`src/rtl/gb_int_pkg.sv`:
```
// Shared constants for the DMG interrupt controller: register addresses,
// interrupt line indices and default handler vector layout.
package gb_int_pkg;

    localparam logic [15:0] IF_ADDR   = 16'hFF0F;
    localparam logic [15:0] IE_ADDR   = 16'hFFFF;
    localparam logic [7:0]  IF_UNUSED = 8'hE0;

    localparam logic [15:0] GB_VEC_BASE   = 16'h0040;
    localparam int          GB_VEC_STRIDE = 8;

    typedef enum logic [2:0] {
        VBLANK = 3'd0,
        STAT   = 3'd1,
        TIMER  = 3'd2,
        SERIAL = 3'd3,
        JOYPAD = 3'd4
    } irq_idx_e;

endpackage

```
`src/rtl/gb_irq_edge.sv`:
```
// Rising-edge detector for one interrupt request line.
// With GB_INT_IRQ_SYNC_EN defined the line first passes a 2-flop synchronizer.
module gb_irq_edge (
    input  logic clk,
    input  logic reset,
    input  logic req_i,
    output logic rise_o
);

    logic req_s;
    logic prev_q;

`ifdef GB_INT_IRQ_SYNC_EN
    logic sync1_q;
    logic sync2_q;

    always_ff @(posedge clk or posedge reset) begin
        if (reset) begin
            sync1_q <= 1'b0;
            sync2_q <= 1'b0;
        end else begin
            sync1_q <= req_i;
            sync2_q <= sync1_q;
        end
    end

    assign req_s = sync2_q;
`else
    assign req_s = req_i;
`endif

    // History clears on reset so a line already high fires on the first edge.
    always_ff @(posedge clk or posedge reset) begin
        if (reset) begin
            prev_q <= 1'b0;
        end else begin
            prev_q <= req_s;
        end
    end

    assign rise_o = req_s & ~prev_q;

endmodule

```
`src/rtl/gb_int_ctrl.sv`:
```
// DMG interrupt controller: IF (0xFF0F) / IE (0xFFFF) registers, request edge
// latching, CPU acknowledge clearing and vector priority encoding.
// Optional request synchronizers are enabled with GB_INT_IRQ_SYNC_EN.
module gb_int_ctrl
    import gb_int_pkg::*;
#(
    parameter int          NUM_IRQ    = 5,
    parameter logic [15:0] VEC_BASE   = GB_VEC_BASE,
    parameter int          VEC_STRIDE = GB_VEC_STRIDE
) (
    input  logic               clk,
    input  logic               reset,
    input  logic [15:0]        addr_i,
    input  logic [7:0]         data_i,
    input  logic               wr_en_i,
    output logic [7:0]         data_o,
    output logic               sel_o,
    input  logic [NUM_IRQ-1:0] irq_req_i,
    input  logic [NUM_IRQ-1:0] int_ack_i,
    output logic [7:0]         reg_IF,
    output logic [7:0]         reg_IE,
    output logic               int_pending_o,
    output logic [15:0]        int_vec_o
);

    logic [NUM_IRQ-1:0] if_q;
    logic [NUM_IRQ-1:0] if_d;
    logic [7:0]         ie_q;
    logic [7:0]         ie_d;
    logic [NUM_IRQ-1:0] rise;
    logic [NUM_IRQ-1:0] pend;
    logic               wr_if;
    logic               wr_ie;

    for (genvar i = 0; i < NUM_IRQ; i++) begin : g_edge
        gb_irq_edge u_edge (
            .clk    (clk),
            .reset  (reset),
            .req_i  (irq_req_i[i]),
            .rise_o (rise[i])
        );
    end

    assign wr_if = wr_en_i && (addr_i == IF_ADDR);
    assign wr_ie = wr_en_i && (addr_i == IE_ADDR);

    // Precedence: peripheral edge beats CPU ack, which beats a CPU write.
    always_comb begin
        if_d = wr_if ? data_i[NUM_IRQ-1:0] : if_q;
        if_d = (if_d & ~int_ack_i) | rise;
        ie_d = wr_ie ? data_i : ie_q;
    end

    always_ff @(posedge clk or posedge reset) begin
        if (reset) begin
            if_q <= '0;
            ie_q <= 8'h00;
        end else begin
            if_q <= if_d;
            ie_q <= ie_d;
        end
    end

    assign reg_IF = IF_UNUSED | {{(8-NUM_IRQ){1'b0}}, if_q};
    assign reg_IE = ie_q;

    assign sel_o = (addr_i == IF_ADDR) || (addr_i == IE_ADDR);

    always_comb begin
        data_o = 8'hFF;
        if (addr_i == IF_ADDR) begin
            data_o = reg_IF;
        end else if (addr_i == IE_ADDR) begin
            data_o = reg_IE;
        end
    end

    assign pend          = if_q & ie_q[NUM_IRQ-1:0];
    assign int_pending_o = |pend;

    // Scan from the top so the lowest pending index is the one left standing.
    always_comb begin
        int_vec_o = 16'h0000;
        for (int i = NUM_IRQ - 1; i >= 0; i--) begin
            if (pend[i]) begin
                int_vec_o = VEC_BASE + 16'(VEC_STRIDE * i);
            end
        end
    end

endmodule

```
`config.mk`:
```
export PLATFORM = sky130hd
export DESIGN_NAME = gb_int_ctrl
export DESIGN_NICKNAME = d
export VERILOG_FILES = /design/src/rtl/gb_int_pkg.sv /design/src/rtl/gb_irq_edge.sv /design/src/rtl/gb_int_ctrl.sv
export SDC_FILE = /design/constraint.sdc
export NUM_CORES = 1
export LEC_CHECK = 0
export ABC_CLOCK_PERIOD_IN_PS = 1700
export CORE_UTILIZATION = 35
export DETAILED_ROUTE_END_ITERATION = 16
export PLACE_DENSITY = 0.79
export SYNTH_ARGS = -nofsm -noshare
export SYNTH_HDL_FRONTEND = slang
export SYNTH_HIERARCHICAL = 1
export SYNTH_SLANG_ARGS = --single-unit
```
`constraint.sdc`:
```
create_clock -name clk -period 1.7 [get_ports clk]
set_input_delay 0.17 -clock clk [delete_from_list [all_inputs] [get_ports clk]]
set_output_delay 0.17 -clock clk [all_outputs]
set_load 0.01 [all_outputs]
```
==> reports/metrics.cfg, run 1 <==
[status]
outcome=finished with violations
violations=setup timing

[logic_synthesis]
post-synth-top-area-fraction=0.383
avgSynthCellArea_sq_um=10.5
synth-compound-area-share=0.158
synth.distinct_cells=25
synth_xor_area_frac=0
synth_top_family_by_area=simple AND/OR/NAND/NOR gates
synth_mux_area_frac=0.102
synth_ff_type=dfrtp_1
ys_seq_area_frac=0.383
ys_top_cells_by_area=dfrtp_1 38%, mux2_4 10%, buf_4 9.6%, o311ai_2 6.9%, nor2b_4 5.8%
synth_fa_ha_area_frac=0
synthesis.area_sq_um=1180
synth_cells=112
yosys.area.top_type=dfrtp_1
synth_simple_gate_area_frac=0.196
async_reset_ff_frac=1.00
synth-warning-count=6
synth_edf_count=0
ys_seq_elements=18

[timing]
clock.fmax_ghz=0.517
rsz0062_at_grt=true
finalCritPeriodShare=1.14
hold_violations=0
fin_skew_ns=0.00371
hold_ws_ns=0.150
layout_setup_ws_ns=-0.233
slew_violations=0
finalSetupViolations=6
min_period_ns=1.93
timing.setup.tns_ns=-1.09

[cts]
cts_max_level=1
cts_buffer_depth=2
cts-root-buf=clkbuf_4
path_clk_slew_ns=0.10
cts_tree=yes
cts_buffers=3
clkLatencyLatePin_ns=0.30
cts.sinks=18
cts_hold_buf=0

[floorplanning]
io_pins=79
core.rowCount=20
core_area_sq_um=3130
dieArea_sq_um=3600
die_h_microns=60
die_w_microns=60
initial_core_util=0.376

[power_and_ir_drop]
pwr_density_cell_nw_per_um2=491
finalPower_uw=981
switchingPower_uw=260
seqPwrFrac=0.480
internal_power_uw=721
power.leakage_nw=0.978
swShare=0.265
pwr-share-clk=0.275
pwr-share-comb=0.245
peakVddDrop_mv=0.223

[route]
drt_iter0_drc=38
detail-route-antenna-nets=0
via_per_inst=4.81
drc=0
drt_pass1_iterations=4
routedWlPerCell_microns=13.8
wirelength_mm=3.33
vias=1159

[job]
max_cap_violations=0

[worst_setup_path]
required_ns=1.53
critPathSlowestCell=or4_4
startpoint=addr_i[7]
cp-end-kind=output pin
rrSetupSlack_ns=0.69
cp_max_fo=4
reg2reg_depth=3
cp-start-kind=primary input
r2r_end=if_q[2]
critical-path-max-stage-delay_ns=0.53
crit_type=primary input to output pin
worstPathArrival_ns=1.76
crit_chain=buf_6 > or4_4 > or4_4 > buf_6 > o22a_1 > buf_6
r2r_start=if_q[2]
cp_common_cell=buf_6

[placed_design]
gp_congestion=0.831
place_hpwl_mm=2.54
port_buffers=63
dpl.cell_count=224
place_ws_ns=-0.873

[final_layout]
layout.nets=235
fin_cells=241
filler_cell_count=258
multi_input_area_sq_um=624
areaGrowthSynthToFinish_pct=69.7
antennaDiodeCount=0
drive_gt1_frac=0.350
seqCellArea_sq_um=452

[global_route]
grt_pass1_vias=1149
antenna_found_initial=0
grt_max_degree=14
grtUsageTotal=0.193
overflow=0
grt_pass1_wl_mm=5.04

[hold_path]
worstHoldPathType=primary input to async pin

==> worst max-delay path, delay by kind of cell <==
| kind | cells | cell delay [ns] |
|---|---|---|
| buf+inv | 3 | 0.37 |
| simple gates | 2 | 1.05 |
| compound gates | 1 | 0.17 |
==> state kept, by name (all words and copies together) (netlist names) <==
name                  flops
reg_IE                    8
g_edge.u_edge/prev_q      5
if_q                      5
==> worst max path at each step <==
stage / endpoint / depth (start not counted) / slack [ns]
floorplan: reg_IE[0] / 6 / 0.01
global placement: data_o[0] / 5 / -0.84
detailed placement: data_o[1] / 5 / -0.87
CTS: data_o[3] / 6 / -0.23
global route: data_o[4] / 6 / -0.27
finish: data_o[1] / 6 / -0.23
==> Yosys cell counts (all sizes together) (2+ instances only) <==
library cell	number
nor2b	5
inv	12
o311ai	5
nand2	8
conb	2
nand3b	2
buf	18
a31oi	5
o22a	5
or2	4
dfrtp	18
nand3	5
nand4	4
or4	4
mux2	8
==> placed cells by master (no fill, tap or decap) <==
master,netlist,routed
clkdlybuf4s50_1,0,33
buf_4,15,20
dfrtp_1,18,17
conb_1,2,15
inv_1,12,12
dlygate4sd2_1,0,10
buf_6,1,10
mux2_4,8,8
nand2_1,8,7
clkdlybuf4s15_1,0,7
buf_2,2,6
o22a_1,5,5
a31oi_1,5,5
nand3_1,5,5
o311ai_2,5,5
nor2b_4,5,5
nand4_1,4,4
or4_4,0,3
or2_4,0,3
clkbuf_4,0,3
nand3b_1,2,2
or2_1,1,1
a32oi_1,1,1
a21oi_1,1,1
a22o_1,1,1
a22oi_2,0,1
nor3b_2,0,1
nor2_1,1,1
or4_1,4,1
nand2_2,0,1
clkbuf_8,0,1
dfrtp_2,0,1
clkbuf_2,0,1
==> metrics by stage <==
| step | cell area [sq um] | util |
|---|---|---|
| after detailed placement | 1860 | 0.594 |
| after global placement | 1860 | 0.594 |
| after global routing | 2000 | 0.639 |
| final | 2000 | 0.639 |
| after CTS | 1970 | 0.630 |
| after floorplan | 1230 | - |
==> routing by layer <==
metal,track usage,vias up,share of wire
met5,0,-,0
met4,0.0731,0,0.017
met3,0.0390,7,0.091
met2,0.344,78,0.49
met1,0.225,539,0.41
li1,-,535,-
==> area by class of cell <==
type                    count  share of cell area
multi-input cells          76               0.312
well taps                  44              0.0276
clock buffers               4              0.0182
inverters                  12              0.0225
repair buffers             87               0.393
flip-flops and latches     18               0.226
==> power groups by stage <==
stage          Combinational (mW)  Sequential, mW  Clock, mW
6_report                    0.240           0.471      0.270
5_1_grt                     0.258           0.473      0.297
4_1_cts                     0.238           0.470      0.277
3_5_place_dp                0.235           0.479          0
3_3_place_gp                0.229           0.477          0
2_1_floorplan              0.0999           0.485          0
==> cells by family after synthesis <==
| kind of cell | Yosys count |
|---|---|
| and+or+nand+nor | 34 |
| buffers and inverters | 31 |
| AOI/OAI and AO/OA | 19 |
| DFF | 18 |
| muxes | 8 |
| other | 2 |
==> what timing repair did <==
| item | 4_1_cts | 5_1_grt |
|---|---|---|
| cloned | 1 | 0 |
| pin swaps | 12 | 4 |
| setup endpoints to repair | 27 | 15 |
| endpoints found under the hold margin | 0 | 0 |
| setup buffers | 10 | 2 |
| gates resized for setup | 91 | 5 |
Power figures use the tool's default switching activity.
==> run 2: changes to the inputs <==
--- a/config.mk
+++ b/config.mk
@@ -6,9 +6,11 @@
 export NUM_CORES = 1
 export LEC_CHECK = 0
 export ABC_CLOCK_PERIOD_IN_PS = 1700
+export CAP_MARGIN = 30
 export CORE_UTILIZATION = 35
 export DETAILED_ROUTE_END_ITERATION = 16
 export PLACE_DENSITY = 0.79
+export SLEW_MARGIN = 10
 export SYNTH_ARGS = -nofsm -noshare
 export SYNTH_HDL_FRONTEND = slang
 export SYNTH_HIERARCHICAL = 1
==> results of run 2 <==
No change in the layout: final DEF, timing and power equal those of run 1.
==> run 3: changes to the inputs <==
--- a/config.mk
+++ b/config.mk
@@ -10,7 +10,7 @@
 export CORE_UTILIZATION = 35
 export DETAILED_ROUTE_END_ITERATION = 16
 export PLACE_DENSITY = 0.79
-export SLEW_MARGIN = 10
+export RECOVER_POWER = 100
 export SYNTH_ARGS = -nofsm -noshare
 export SYNTH_HDL_FRONTEND = slang
 export SYNTH_HIERARCHICAL = 1
==> reports/metrics.cfg, run 3 (synthesis gave the netlist of run 1 again) <==
[timing]
clock.fmax_ghz=0.517  ; about the same
timing.setup.tns_ns=-1.10  ; was -1.09 ns
hold_violations=0  ; unchanged
rsz0062_at_grt=true  ; unchanged
slew_violations=0  ; unchanged
min_period_ns=1.93  ; about the same
fin_skew_ns=0.00849  ; was 0.00371 ns
finalSetupViolations=7  ; was 6
layout_setup_ws_ns=-0.234  ; was -0.233 ns
finalCritPeriodShare=1.14  ; about the same

[final_layout]
final_cell_mix=18 x dfrtp_1, 17 x clkdlybuf4s50_1, 16 x dlygate4sd3_1  ; was 33 x clkdlybuf4s50_1, 20 x buf_4, 17 x dfrtp_1
fin_area_sq_um=1950  ; was 2000 sq um
areaGrowthSynthToFinish_pct=65.3  ; was 69.7%
filler_cell_count=273  ; was 258
layout_commonest_cell=dfrtp_1  ; was clkdlybuf4s50_1
drive_gt1_frac=0.305  ; was 0.350
antennaDiodeCount=0  ; unchanged
layout.nets=235  ; unchanged
fin_cells=241  ; unchanged
largest_register_ffs=8  ; unchanged

[route]
wirelength_mm=3.36  ; was 3.33 mm
via_per_inst=4.86  ; was 4.81
vias=1171  ; was 1,159
drc=0  ; unchanged
detail-route-antenna-nets=0  ; unchanged
drt_pass1_iterations=4  ; unchanged
routedWlPerCell_microns=13.9  ; was 13.8 microns
drt_iter0_drc=32  ; was 38

[floorplanning]
core.rowCount=20  ; unchanged
die_h_microns=60  ; unchanged
dieArea_sq_um=3600  ; unchanged
core_area_sq_um=3130  ; unchanged
die_w_microns=60  ; unchanged
io_pins=79  ; unchanged
initial_core_util=0.376  ; unchanged

[global_route]
grt_pass1_vias=1149  ; unchanged
grt_pass1_wl_mm=5.04  ; unchanged
grt_max_degree=14  ; unchanged
overflow=0  ; unchanged
grtUsageTotal=0.193  ; unchanged
antenna_found_initial=0  ; unchanged

[cts]
path_clk_slew_ns=0.10  ; about the same
cts_hold_buf=0  ; unchanged
cts_buffer_depth=2  ; unchanged
clkLatencyLatePin_ns=0.31  ; was 0.30 ns
cts.sinks=18  ; unchanged
cts_buffers=3  ; unchanged
cts-root-buf=clkbuf_4  ; unchanged
cts_max_level=1  ; unchanged
cts_tree=yes  ; unchanged

[worst_setup_path]
cp-start-kind=primary input  ; unchanged
r2r_end=if_q[2]  ; unchanged
crit_chain=buf_6 > or4_4 > or4_4 > buf_6 > o22a_1 > buf_6  ; unchanged
required_ns=1.53  ; about the same
reg2reg_depth=3  ; unchanged
worstPathArrival_ns=1.76  ; about the same
critPathBufInv=3  ; unchanged
cp_max_fo=4  ; unchanged
cp.depth=6  ; unchanged
r2r_start=if_q[2]  ; unchanged
rrSetupSlack_ns=0.72  ; was 0.69 ns
startpoint=addr_i[7]  ; unchanged
cp_common_cell=buf_6  ; unchanged
crit_end=data_o[1]  ; unchanged
crit_type=primary input to output pin  ; unchanged
cp-end-kind=output pin  ; unchanged
critical-path-max-stage-delay_ns=0.53  ; about the same
cpLargestDelayFamily=simple AND/OR/NAND/NOR gates  ; unchanged
critPathSlowestCell=or4_4  ; unchanged

[placed_design]
place_hpwl_mm=2.54  ; unchanged
dpl.cell_count=224  ; unchanged
post_dp_cell_area_sq_um=1860  ; unchanged
gp_congestion=0.831  ; unchanged
port_buffers=63  ; unchanged

[status]
outcome=finished with violations  ; unchanged
violations=setup timing  ; unchanged

[power_and_ir_drop]
power.leakage_nw=0.988  ; was 0.978 nW
finalPower_uw=964  ; was 981 uW
peakVddDrop_mv=0.223  ; about the same
pwr_density_cell_nw_per_um2=496  ; was 491 nW/um^2

[hold_path]
worstHoldPathType=primary input to async pin  ; unchanged

[job]
max_cap_violations=0  ; unchanged

run 3: how the worst min path moves through the flow:
stage,slack [ns],cells after the start,to,startpoint
6_report,0.25,2,g_edge[3].u_edge/prev_q,reset
5_1_grt,0.24,2,g_edge[0].u_edge/prev_q,reset
4_1_cts,0.14,2,g_edge[3].u_edge/prev_q,reset
3_5_place_dp,0.47,2,g_edge[3].u_edge/prev_q,reset
3_3_place_gp,0.46,2,g_edge[1].u_edge/prev_q,reset
2_1_floorplan,-0.10,1,g_edge[0].u_edge/prev_q,reset
run 3: cell type report:
| class | count | area [sq um] | share of cell area |
|---|---|---|---|
| tap | 44 | 55.1 | 0.0283 |
| clock buffer | 4 | 36.3 | 0.0186 |
| timing repair buffer | 87 | 769 | 0.395 |
| inverter | 12 | 45.0 | 0.0232 |
| multi-input combinational | 76 | 589 | 0.303 |
| sequential | 18 | 450 | 0.232 |
run 3: worst register-to-register path, cell delays in order (launching register included):
cell and delay, ns:
dfrtp_1 0.43, clkbuf_1 0.15, a31oi_1 0.15, o311ai_1 0.13
run 3: through the flow:
step	worst slack, ns	hold slack [ns]	util
CTS	-0.233	0.143	0.630
finish	-0.234	0.250	0.622
floorplan	0.0126	-0.101	-
detailed placement	-0.873	0.473	0.594
global placement	-0.841	0.463	0.594
global route	-0.274	0.239	0.622
run 3: per-layer routing:
| layer | vias to the layer above | wire (microns) | track usage |
|---|---|---|---|
| met2 | 73 | 1630 | 0.344 |
| met1 | 557 | 1370 | 0.225 |
| met4 | 0 | 53 | 0.0731 |
| li1 | 536 | - | - |
| met5 | - | 0 | 0 |
| met3 | 5 | 308 | 0.0390 |
run 3: power by group:
group          internal, mW  switching [mW]
Clock                 0.131           0.143
Combinational         0.127          0.0942
Sequential            0.448          0.0210
Total                 0.706           0.258
run 3: repair_timing:
| item | 4_1_cts | 5_1_grt |
|---|---|---|
| setup buffers | 10 | 2 |
| setup endpoints to repair | 27 | 15 |
| gates resized for setup | 91 | 5 |
| gates cloned | 1 | 0 |
| pin swaps | 12 | 4 |
